$ cat config.mk
export PLATFORM = sky130hd
export DESIGN_NAME = div_unit_flat
export DESIGN_NICKNAME = d
export VERILOG_FILES = /design/src/rtl/div_unit_if.sv /design/src/rtl/div_unit.sv /design/src/flat_wrapper.sv
export SDC_FILE = /design/constraint.sdc
export NUM_CORES = 1
export LEC_CHECK = 0
export CAP_MARGIN = 20
export CORE_MARGIN = 8
export CORE_UTILIZATION = 45
export CTS_CLUSTER_SIZE = 14
export DETAILED_ROUTE_END_ITERATION = 10
export PLACE_DENSITY = 0.66
export SETUP_SLACK_MARGIN = 0.15
export SLEW_MARGIN = 20
export SYNTH_ARGS = -nofsm -noshare
export SYNTH_HDL_FRONTEND = slang
export SYNTH_SLANG_ARGS = --single-unit
export TNS_END_PERCENT = 30
$ cat constraint.sdc
create_clock -name clk -period 7.95 [get_ports clk]
set_input_delay 1.1925 -clock clk [delete_from_list [all_inputs] [get_ports clk]]
set_output_delay 1.1925 -clock clk [all_outputs]
set_load 0.02 [all_outputs]
$ cat src/rtl/div_unit_if.sv
// Handshake and operand bundle between the execute-stage pipeline (master) and
// the iterative divider (slave).
interface div_unit_if;
  logic        start_i;
  logic        signed_i;
  logic [31:0] a_i;
  logic [31:0] b_i;
  logic        annul_i;
  logic [63:0] result_o;
  logic        ready_o;
  logic        stall_o;

  modport master (
    output start_i, signed_i, a_i, b_i, annul_i,
    input  result_o, ready_o, stall_o
  );

  modport slave (
    input  start_i, signed_i, a_i, b_i, annul_i,
    output result_o, ready_o, stall_o
  );
endinterface

$ cat src/rtl/div_unit.sv
// Iterative 32-bit signed/unsigned divider, one restoring radix-2 step per cycle.
// Result is {remainder, quotient}, written to HI/LO on the single DONE cycle.
module div_unit (
  input logic       clk,
  input logic       rst,
  div_unit_if.slave bus
);

  typedef enum logic [1:0] {IDLE, BUSY, DZERO, DONE} state_t;

  state_t      state;
  state_t      state_next;
  logic [5:0]  cnt;
  logic [63:0] rq;
  logic [31:0] divisor;
  logic        neg_q;
  logic        neg_r;
  logic [63:0] result;
  logic        ready;
  logic        stall;
  logic        accept;

  logic [32:0] top;
  logic [32:0] diff;
  logic [63:0] rq_step;
  logic [31:0] q_fin;
  logic [31:0] r_fin;

  // Two's-complement magnitude; 0x80000000 maps to itself, read as unsigned.
  function automatic logic [31:0] magnitude(input logic [31:0] v, input logic is_signed);
    return (is_signed && v[31]) ? (~v + 32'd1) : v;
  endfunction

  function automatic logic [31:0] apply_sign(input logic [31:0] v, input logic neg);
    return neg ? (~v + 32'd1) : v;
  endfunction

  assign accept = bus.start_i && !bus.annul_i;

  // The shifted partial remainder needs 33 bits: it can reach 2*divisor-1.
  always_comb begin
    top     = rq[63:31];
    diff    = top - {1'b0, divisor};
    rq_step = diff[32] ? {rq[62:0], 1'b0} : {diff[31:0], rq[30:0], 1'b1};
    q_fin   = apply_sign(rq_step[31:0], neg_q);
    r_fin   = apply_sign(rq_step[63:32], neg_r);
  end

  always_comb begin
    state_next = state;
    stall      = 1'b0;
    case (state)
      IDLE: begin
        if (accept) begin
          state_next = (bus.b_i == 32'd0) ? DZERO : BUSY;
          stall      = 1'b1;
        end
      end
      BUSY: begin
        stall = !bus.annul_i;
        if (bus.annul_i)        state_next = IDLE;
        else if (cnt == 6'd31)  state_next = DONE;
      end
      DZERO: begin
        stall      = !bus.annul_i;
        state_next = bus.annul_i ? IDLE : DONE;
      end
      DONE: begin
        state_next = IDLE;
      end
      default: begin
        state_next = IDLE;
      end
    endcase
    if (rst) stall = 1'b0;
  end

  always_ff @(posedge clk or posedge rst) begin
    if (rst) begin
      state   <= IDLE;
      cnt     <= 6'd0;
      rq      <= 64'd0;
      divisor <= 32'd0;
      neg_q   <= 1'b0;
      neg_r   <= 1'b0;
      result  <= 64'd0;
      ready   <= 1'b0;
    end else begin
      state <= state_next;
      ready <= (state_next == DONE) && !bus.annul_i;
      case (state)
        IDLE: begin
          if (accept) begin
            rq      <= {32'd0, magnitude(bus.a_i, bus.signed_i)};
            divisor <= magnitude(bus.b_i, bus.signed_i);
            neg_q   <= bus.signed_i && (bus.a_i[31] ^ bus.b_i[31]);
            neg_r   <= bus.signed_i && bus.a_i[31];
            cnt     <= 6'd0;
          end
        end
        BUSY: begin
          rq  <= rq_step;
          cnt <= cnt + 6'd1;
          if (state_next == DONE) result <= {r_fin, q_fin};
        end
        DZERO: begin
          if (state_next == DONE) result <= 64'd0;
        end
        default: begin
        end
      endcase
    end
  end

  assign bus.result_o = result;
  assign bus.ready_o  = ready;
  assign bus.stall_o  = stall;

endmodule
$ cat src/flat_wrapper.sv
// flat-port wrapper written by rule: the top's interface ports become plain ports
module div_unit_flat 
  (clk, rst, bus_start_i, bus_signed_i, bus_a_i, bus_b_i, bus_annul_i, bus_result_o, bus_ready_o, bus_stall_o);
  div_unit_if bus_i ();
  input logic clk;
  input logic rst;
  input wire logic [$bits(bus_i.start_i)-1:0] bus_start_i;
  input wire logic [$bits(bus_i.signed_i)-1:0] bus_signed_i;
  input wire logic [$bits(bus_i.a_i)-1:0] bus_a_i;
  input wire logic [$bits(bus_i.b_i)-1:0] bus_b_i;
  input wire logic [$bits(bus_i.annul_i)-1:0] bus_annul_i;
  output wire logic [$bits(bus_i.result_o)-1:0] bus_result_o;
  output wire logic [$bits(bus_i.ready_o)-1:0] bus_ready_o;
  output wire logic [$bits(bus_i.stall_o)-1:0] bus_stall_o;
  assign bus_i.start_i = bus_start_i;
  assign bus_i.signed_i = bus_signed_i;
  assign bus_i.a_i = bus_a_i;
  assign bus_i.b_i = bus_b_i;
  assign bus_i.annul_i = bus_annul_i;
  assign bus_result_o = bus_i.result_o;
  assign bus_ready_o = bus_i.ready_o;
  assign bus_stall_o = bus_i.stall_o;
  div_unit u_core (.clk(clk), .rst(rst), .bus(bus_i));
endmodule
# Word-level counts from Yosys, hierarchy flattened
# Index checks and enable logic that the tools add are counted.
# W data, S select, Z words.
[totals]
inputBits = 69
elab_cells = 62
out_inout_bits = 66
register_bits = 171
[op_classes]
n_bitwise = 5
n_eq_ne = 8
mux = 21
addsub = 6
reduce_logical = 14
[op_table]
columns = ["op", "n"]
rows = [
  ["$mux W64", 4],
  ["$pmux W64 S2", 2],
  ["$add A32 B1 Y32 const B", 4],
  ["$mux W32", 4],
  ["$not A32 Y32", 4],
  ["$sub A33 B32 Y33", 1],
  ["$logic_not A32 Y1", 1],
  ["$pmux W6 S2", 1],
  ["$mux W2", 5],
  ["$pmux W2 S4", 1],
  ["$add A6 B1 Y6 const B", 1],
  ["$eq A2 B2 Y1 const B", 3],
  ["$eq A6 B5 Y1 const B", 1],
  ["$mux W6", 1],
  ["$ne A2 B1 Y1 const B", 3],
  ["$logic_and A1 B1 Y1", 5],
  ["$reduce_and A2 Y1", 2],
  ["$reduce_bool A2 Y1", 2],
  ["$reduce_and A3 Y1", 1],
  ["$eq A2 B1 Y1 const B", 1],
  ["$logic_not A2 Y1", 1],
  ["$mux W1", 2],
  ["$pmux W1 S2", 1],
  ["$reduce_or A2 Y1", 1],
  ["other kinds (2)", 2],
]

# Logic depth before layout (Yosys ltp)
[logic_depth]
depth_word = 7
mapped_depth = 23
ltp_nobuf = 21

# Worst setup path after synthesis
# OpenSTA, ideal clock, no wires.
[synth_timing]
kind = "flip-flop to flip-flop"
from = "register u_core.rq[31]"
to = "register u_core.result[28] (netlist: u_core.bus.result_o[28])"
slack_ns = 3.262
n_path_buf = 2
synth_period_minus_slack_ns = 4.688
required_time_ns = 7.817
arrival_time_ns = 4.555
setup_time_ns = 0.133
path_stages_with_launch = 24
cell_sequence = "dfrtp_1 inv_1 ha_1 inv_1 fa_1 a211oi_2 o31a_1 a2111oi_4 o211a_1 nor3_2 nor2_4 inv_4 clkbuf_8 clkbuf_1 ha_1 nand2b_1 nand2b_1 nand2b_1 or4_1 nor2_1 nand2_1 o31ai_1 xor2_1 o21ai_0"
[synth_between]
elab_chain_len = 7
[synth_lines]
columns = ["item", "line", "text"]
rows = [
  ["from (decl)", "div_unit.sv:14", "logic [63:0] rq;"],
  ["from (signal assigned)", "div_unit.sv:94", "rq <= {32'd0, magnitude(bus.a_i, bus.signed_i)};"],
  ["from (signal assigned)", "div_unit.sv:102", "rq <= rq_step;"],
  ["$sub A33 B32 Y33", "div_unit.sv:43", "diff = top - {1'b0, divisor};"],
  ["$mux W64", "div_unit.sv:44", "rq_step = diff[32] ? {rq[62:0], 1'b0} : {diff[31:0], rq[30:0], 1'b1};"],
  ["$not A32 Y32", "div_unit.sv:35", "return neg ? (~v + 32'd1) : v;"],
  ["$add A32 B1 Y32", "div_unit.sv:35", ""],
  ["$mux W32", "div_unit.sv:35", ""],
  ["$mux W64", "div_unit.sv:104", "if (state_next == DONE) result <= {r_fin, q_fin};"],
  ["$pmux W64 S2", "div_unit.sv:91", "case (state)"],
  ["to (signal assigned)", "div_unit.sv:104", ""],
  ["to (decl)", "div_unit.sv:18", "logic [63:0] result;"],
]
# Every way passes these cells. The select of a mux whose other input is x is not followed.
# A chain may end at the register's enable or synchronous reset.

# Final worst setup path
[layout_timing]
from = "register u_core.rq[31]"
to = "register u_core.result[62] (netlist: u_core.bus.result_o[62])"
[layout_between]
elab_chain_len = 7
[layout_lines]
columns = ["item", "line"]
rows = [
  ["$sub A33 B32 Y33", "div_unit.sv:43"],
  ["$mux W64 (*)", "div_unit.sv:44"],
  ["$not A32 Y32", "div_unit.sv:35"],
  ["$add A32 B1 Y32", "div_unit.sv:35"],
  ["$mux W32 (*)", "div_unit.sv:35"],
  ["$mux W64 (*)", "div_unit.sv:104"],
  ["$pmux W64 S2 (*)", "div_unit.sv:91"],
]
# Every way passes the cells marked *; elsewhere a longest branch is shown, timed or not. The select of a mux whose other input is x is not followed.

==> flow_summary.yaml <==
outcome:
  status: "completed"
timing:
  worstMarginPinSlew_ns: 1.09
  grt_setup_unrepaired: "false"
  fin_skew_ns: 0.0151
  drv_slew: 0
  setup_viol: 0
  period_minus_slack_ns: 5.29
  hold_viol_final: 0
  relSlewSlack: 0.269
  clock.fmax_mhz: 189
  final.setup.tns_ns: 0
  min_period_over_period: 0.666
global_routing:
  grtUsageMet3: 0.0256
  antenna_found_initial: 0
  globalRouteOverflowTotal: 0
  grt_util_met1: 0.318
  grt_first_pass_wirelength_um: 60100
  track_usage: 0.224
  grt_use_met2: 0.358
  grt_pass1_vias: 10918
  grt_max_degree: 96
  top_usage_layer: "met2"
cells_and_area:
  fillCellCount: 2518
  seqCellArea_um2: 4280
  drive_above_1_share: 0.0527
  nNetsFinal: 1672
  multi_input_area_um2: 7330
  antenna_cells: 0
  final_area_um2: 14300
  areaGrowthSynthToFinish_pct: 17.5
power:
  p_leak_nw: 6.01
  total_power_mw: 4.84
  cell_internal_pwr_mw: 2.53
  p_comb_frac: 0.519
  power.density_nw_per_um2: 339
  p_seq_frac: 0.298
  p_sw_frac: 0.477
  p_switching_mw: 2.31
  clockPowerShare: 0.183
  peakVddDrop_v: 0.000245
die:
  initial_core_util: 0.455
  fp.dieW_um: 180
  rows: 60
  pin_count: 135
  fp.dieH_um: 180
  core_um2: 26700
  die_area_um2: 32500
clock_network:
  htree_levels: 4
  numCtsBuffers: 17
  ctsRootBufferMaster: "clkbuf_16"
  cts_tree: "yes"
  hold_buffers: 0
  clk_latency_ns: 0.44
  clk_pin_slew_worst_paths_ns: 0.09
  ctsResizeCount: 0
  cts_sinks: 171
  post_cts_buffers: 0
  clockBufferDepth: 2
route:
  drt-initial-drc-count: 1060
  antenna_left: 0
  vias: 11288
  drt_wl_total_um: 36800
  wire_per_inst_um: 19.2
  route.detailed.drc: 0
  dr.pass1.iters: 6
  via_per_inst: 5.89
worst_setup_path:
  crit_required_ns: 8.28
  worstSetupStartpointType: "flop"
  endpoint_kind: "flop"
  crit_type: "flop to flop"
  worstPathArrival_ns: 5.62
  crit_fanout: 43
synthesis:
  yosys-top-cells-area: "dfrtp_1 35%, o21ai_0 8.2%, nand2_1 7.4%"
  synth-edff-count: 0
  synthesis.nets: 1589
  synth_flop_cell: "dfrtp_1"
  synth_cell_types: 96
  yosysSeqAreaShare: 0.352
  async_flop_share: 1.00
  netlist_area_um2: 12200
  avgSynthCellArea_um2: 8.23
  synth_cells: 1478
  yosysTopAreaCellShare: 0.352
  ys_ff_latch: 171
  yosysTopAreaCell: "dfrtp_1"
  yosysWarnings: 0
placement:
  place_hpwl_um: 27800
  dpl_cell_area_um2: 13600
  port_buffers: 134
  gp_congestion: 0.900
hold_path:
  hp-class: "flop to flop"
job:
  cap_violations: 0
==> area by class of cell <==
class / count / share of cell area
clock buffer: 17 / 0.0298
clock inverter: 15 / 0.0148
inverter: 51 / 0.0139
multi-input combinational: 1176 / 0.513
sequential: 171 / 0.299
tap: 341 / 0.0299
timing repair buffer: 144 / 0.0991
==> worst max-delay path, stage by stage, from the launching register on <==
cell,delay (ns)
dfrtp_1,0.40
inv_1,0.08
ha_1,0.16
inv_1,0.06
fa_1,0.43
a211oi_2,0.30
o31a_1,0.33
a2111oi_4,0.13
o211ai_1,0.31
a21oi_2,0.16
nor2_4,0.16
buf_4,0.50
mux2i_1,0.35
ha_1,0.30
nand4_1,0.15
mux2i_2,0.40
nand3_2,0.18
o311ai_1,0.31
o41ai_1,0.12
a221o_1,0.32
==> path summary, 6_finish.rpt <==
path                                         start                 endpoint  slack (ns)  cells after the start
min in group asynchronous                      rst          u_core.state[0]        1.32                      2
min                        u_core.bus.result_o[19]  u_core.bus.result_o[19]        0.48                      2
max in group asynchronous                      rst             u_core.rq[6]        4.89                      4
max reg2reg                          u_core.rq[31]  u_core.bus.result_o[62]        2.66                     19
max                                  u_core.rq[31]  u_core.bus.result_o[62]        2.66                     19
min reg2reg                u_core.bus.result_o[19]  u_core.bus.result_o[19]        0.48                      2
==> cells in the final DEF (no fill, tap or decap), types with 5 or more instances in the layout <==
master | Yosys | routed
o41ai_1 | 13 | 13
and2_1 | 11 | 11
o21ai_0 | 200 | 200
xor2_1 | 81 | 81
nand2_1 | 241 | 240
dfrtp_1 | 171 | 171
o31ai_1 | 52 | 52
ha_1 | 41 | 40
or3_1 | 26 | 26
nand4_1 | 14 | 14
clkinv_8 | 0 | 7
clkdlybuf4s50_1 | 0 | 134
nor3_1 | 30 | 30
nor2b_1 | 5 | 5
nor4_1 | 14 | 14
mux2i_1 | 27 | 27
o21a_1 | 6 | 5
clkbuf_16 | 0 | 17
buf_4 | 3 | 10
inv_1 | 50 | 49
or4_1 | 9 | 9
a21o_1 | 11 | 11
a21oi_1 | 93 | 93
and3_1 | 6 | 6
nor2_1 | 87 | 87
xnor2_1 | 48 | 48
a31oi_1 | 11 | 11
nand3_1 | 24 | 24
nand2b_1 | 13 | 13
a221o_1 | 5 | 5
a22o_1 | 10 | 10
o31a_1 | 5 | 5
==> cells by family after synthesis <==
family                   Yosys count  share of synthesized area
AND/OR/NAND/NOR                  514                      0.199
AO/OA/AOI/OAI                    461                      0.240
flip-flops                       171                      0.352
buffers and inverters            131                     0.0465
XOR/XNOR                         129                     0.0929
adder cells (fa/ha/maj)           42                     0.0438
multiplexers                      30                     0.0252
==> synth_stat cells, drive strengths merged, types with 16 or more instances <==
cell type    n
nor3        31
nand3       25
dfrtp      171
buf         16
or3         28
clkbuf      64
nor2        88
o21ai      204
xnor2       48
inv         51
nand2      241
xor2        81
a21oi       98
ha          41
o31ai       52
mux2i       28
==> power groups by stage <==
| stage | Sequential, mW | Combinational [mW] | Clock, mW |
|---|---|---|---|
| finish | 1.44 | 2.51 | 0.884 |
| floorplan | 1.50 | 1.62 | 0 |
| CTS | 1.44 | 2.50 | 0.897 |
| global placement | 1.44 | 2.46 | 0 |
| global route | 1.49 | 2.78 | 0.928 |
| detailed placement | 1.45 | 2.48 | 0 |
==> per-layer routing <==
metal  wire [µm]  share of wire
met3        1630          0.044
met2       16900           0.46
met5           0              0
met4         660          0.018
met1       17700           0.48
==> sequential cells by signal, summed over array words and instances (netlist names) <==
| signal | cells |
|---|---|
| u_core.neg_r | 1 |
| u_core.state | 2 |
| u_core.bus.result_o | 64 |
| u_core.bus.ready_o | 1 |
| u_core.cnt | 6 |
| u_core.divisor | 32 |
| u_core.neg_q | 1 |
| u_core.rq | 64 |
==> through the flow <==
stage	cells	hold slack, ns	worst slack (ns)	util
floorplan	1478	0.450	2.13	-
global route	1915	0.501	2.22	0.535
finish	1915	0.481	2.66	0.535
CTS	1914	0.487	2.74	0.534
detailed placement	1882	0.468	2.76	0.510
global placement	1882	0.462	2.96	0.510
Power figures use the tool's default switching activity.
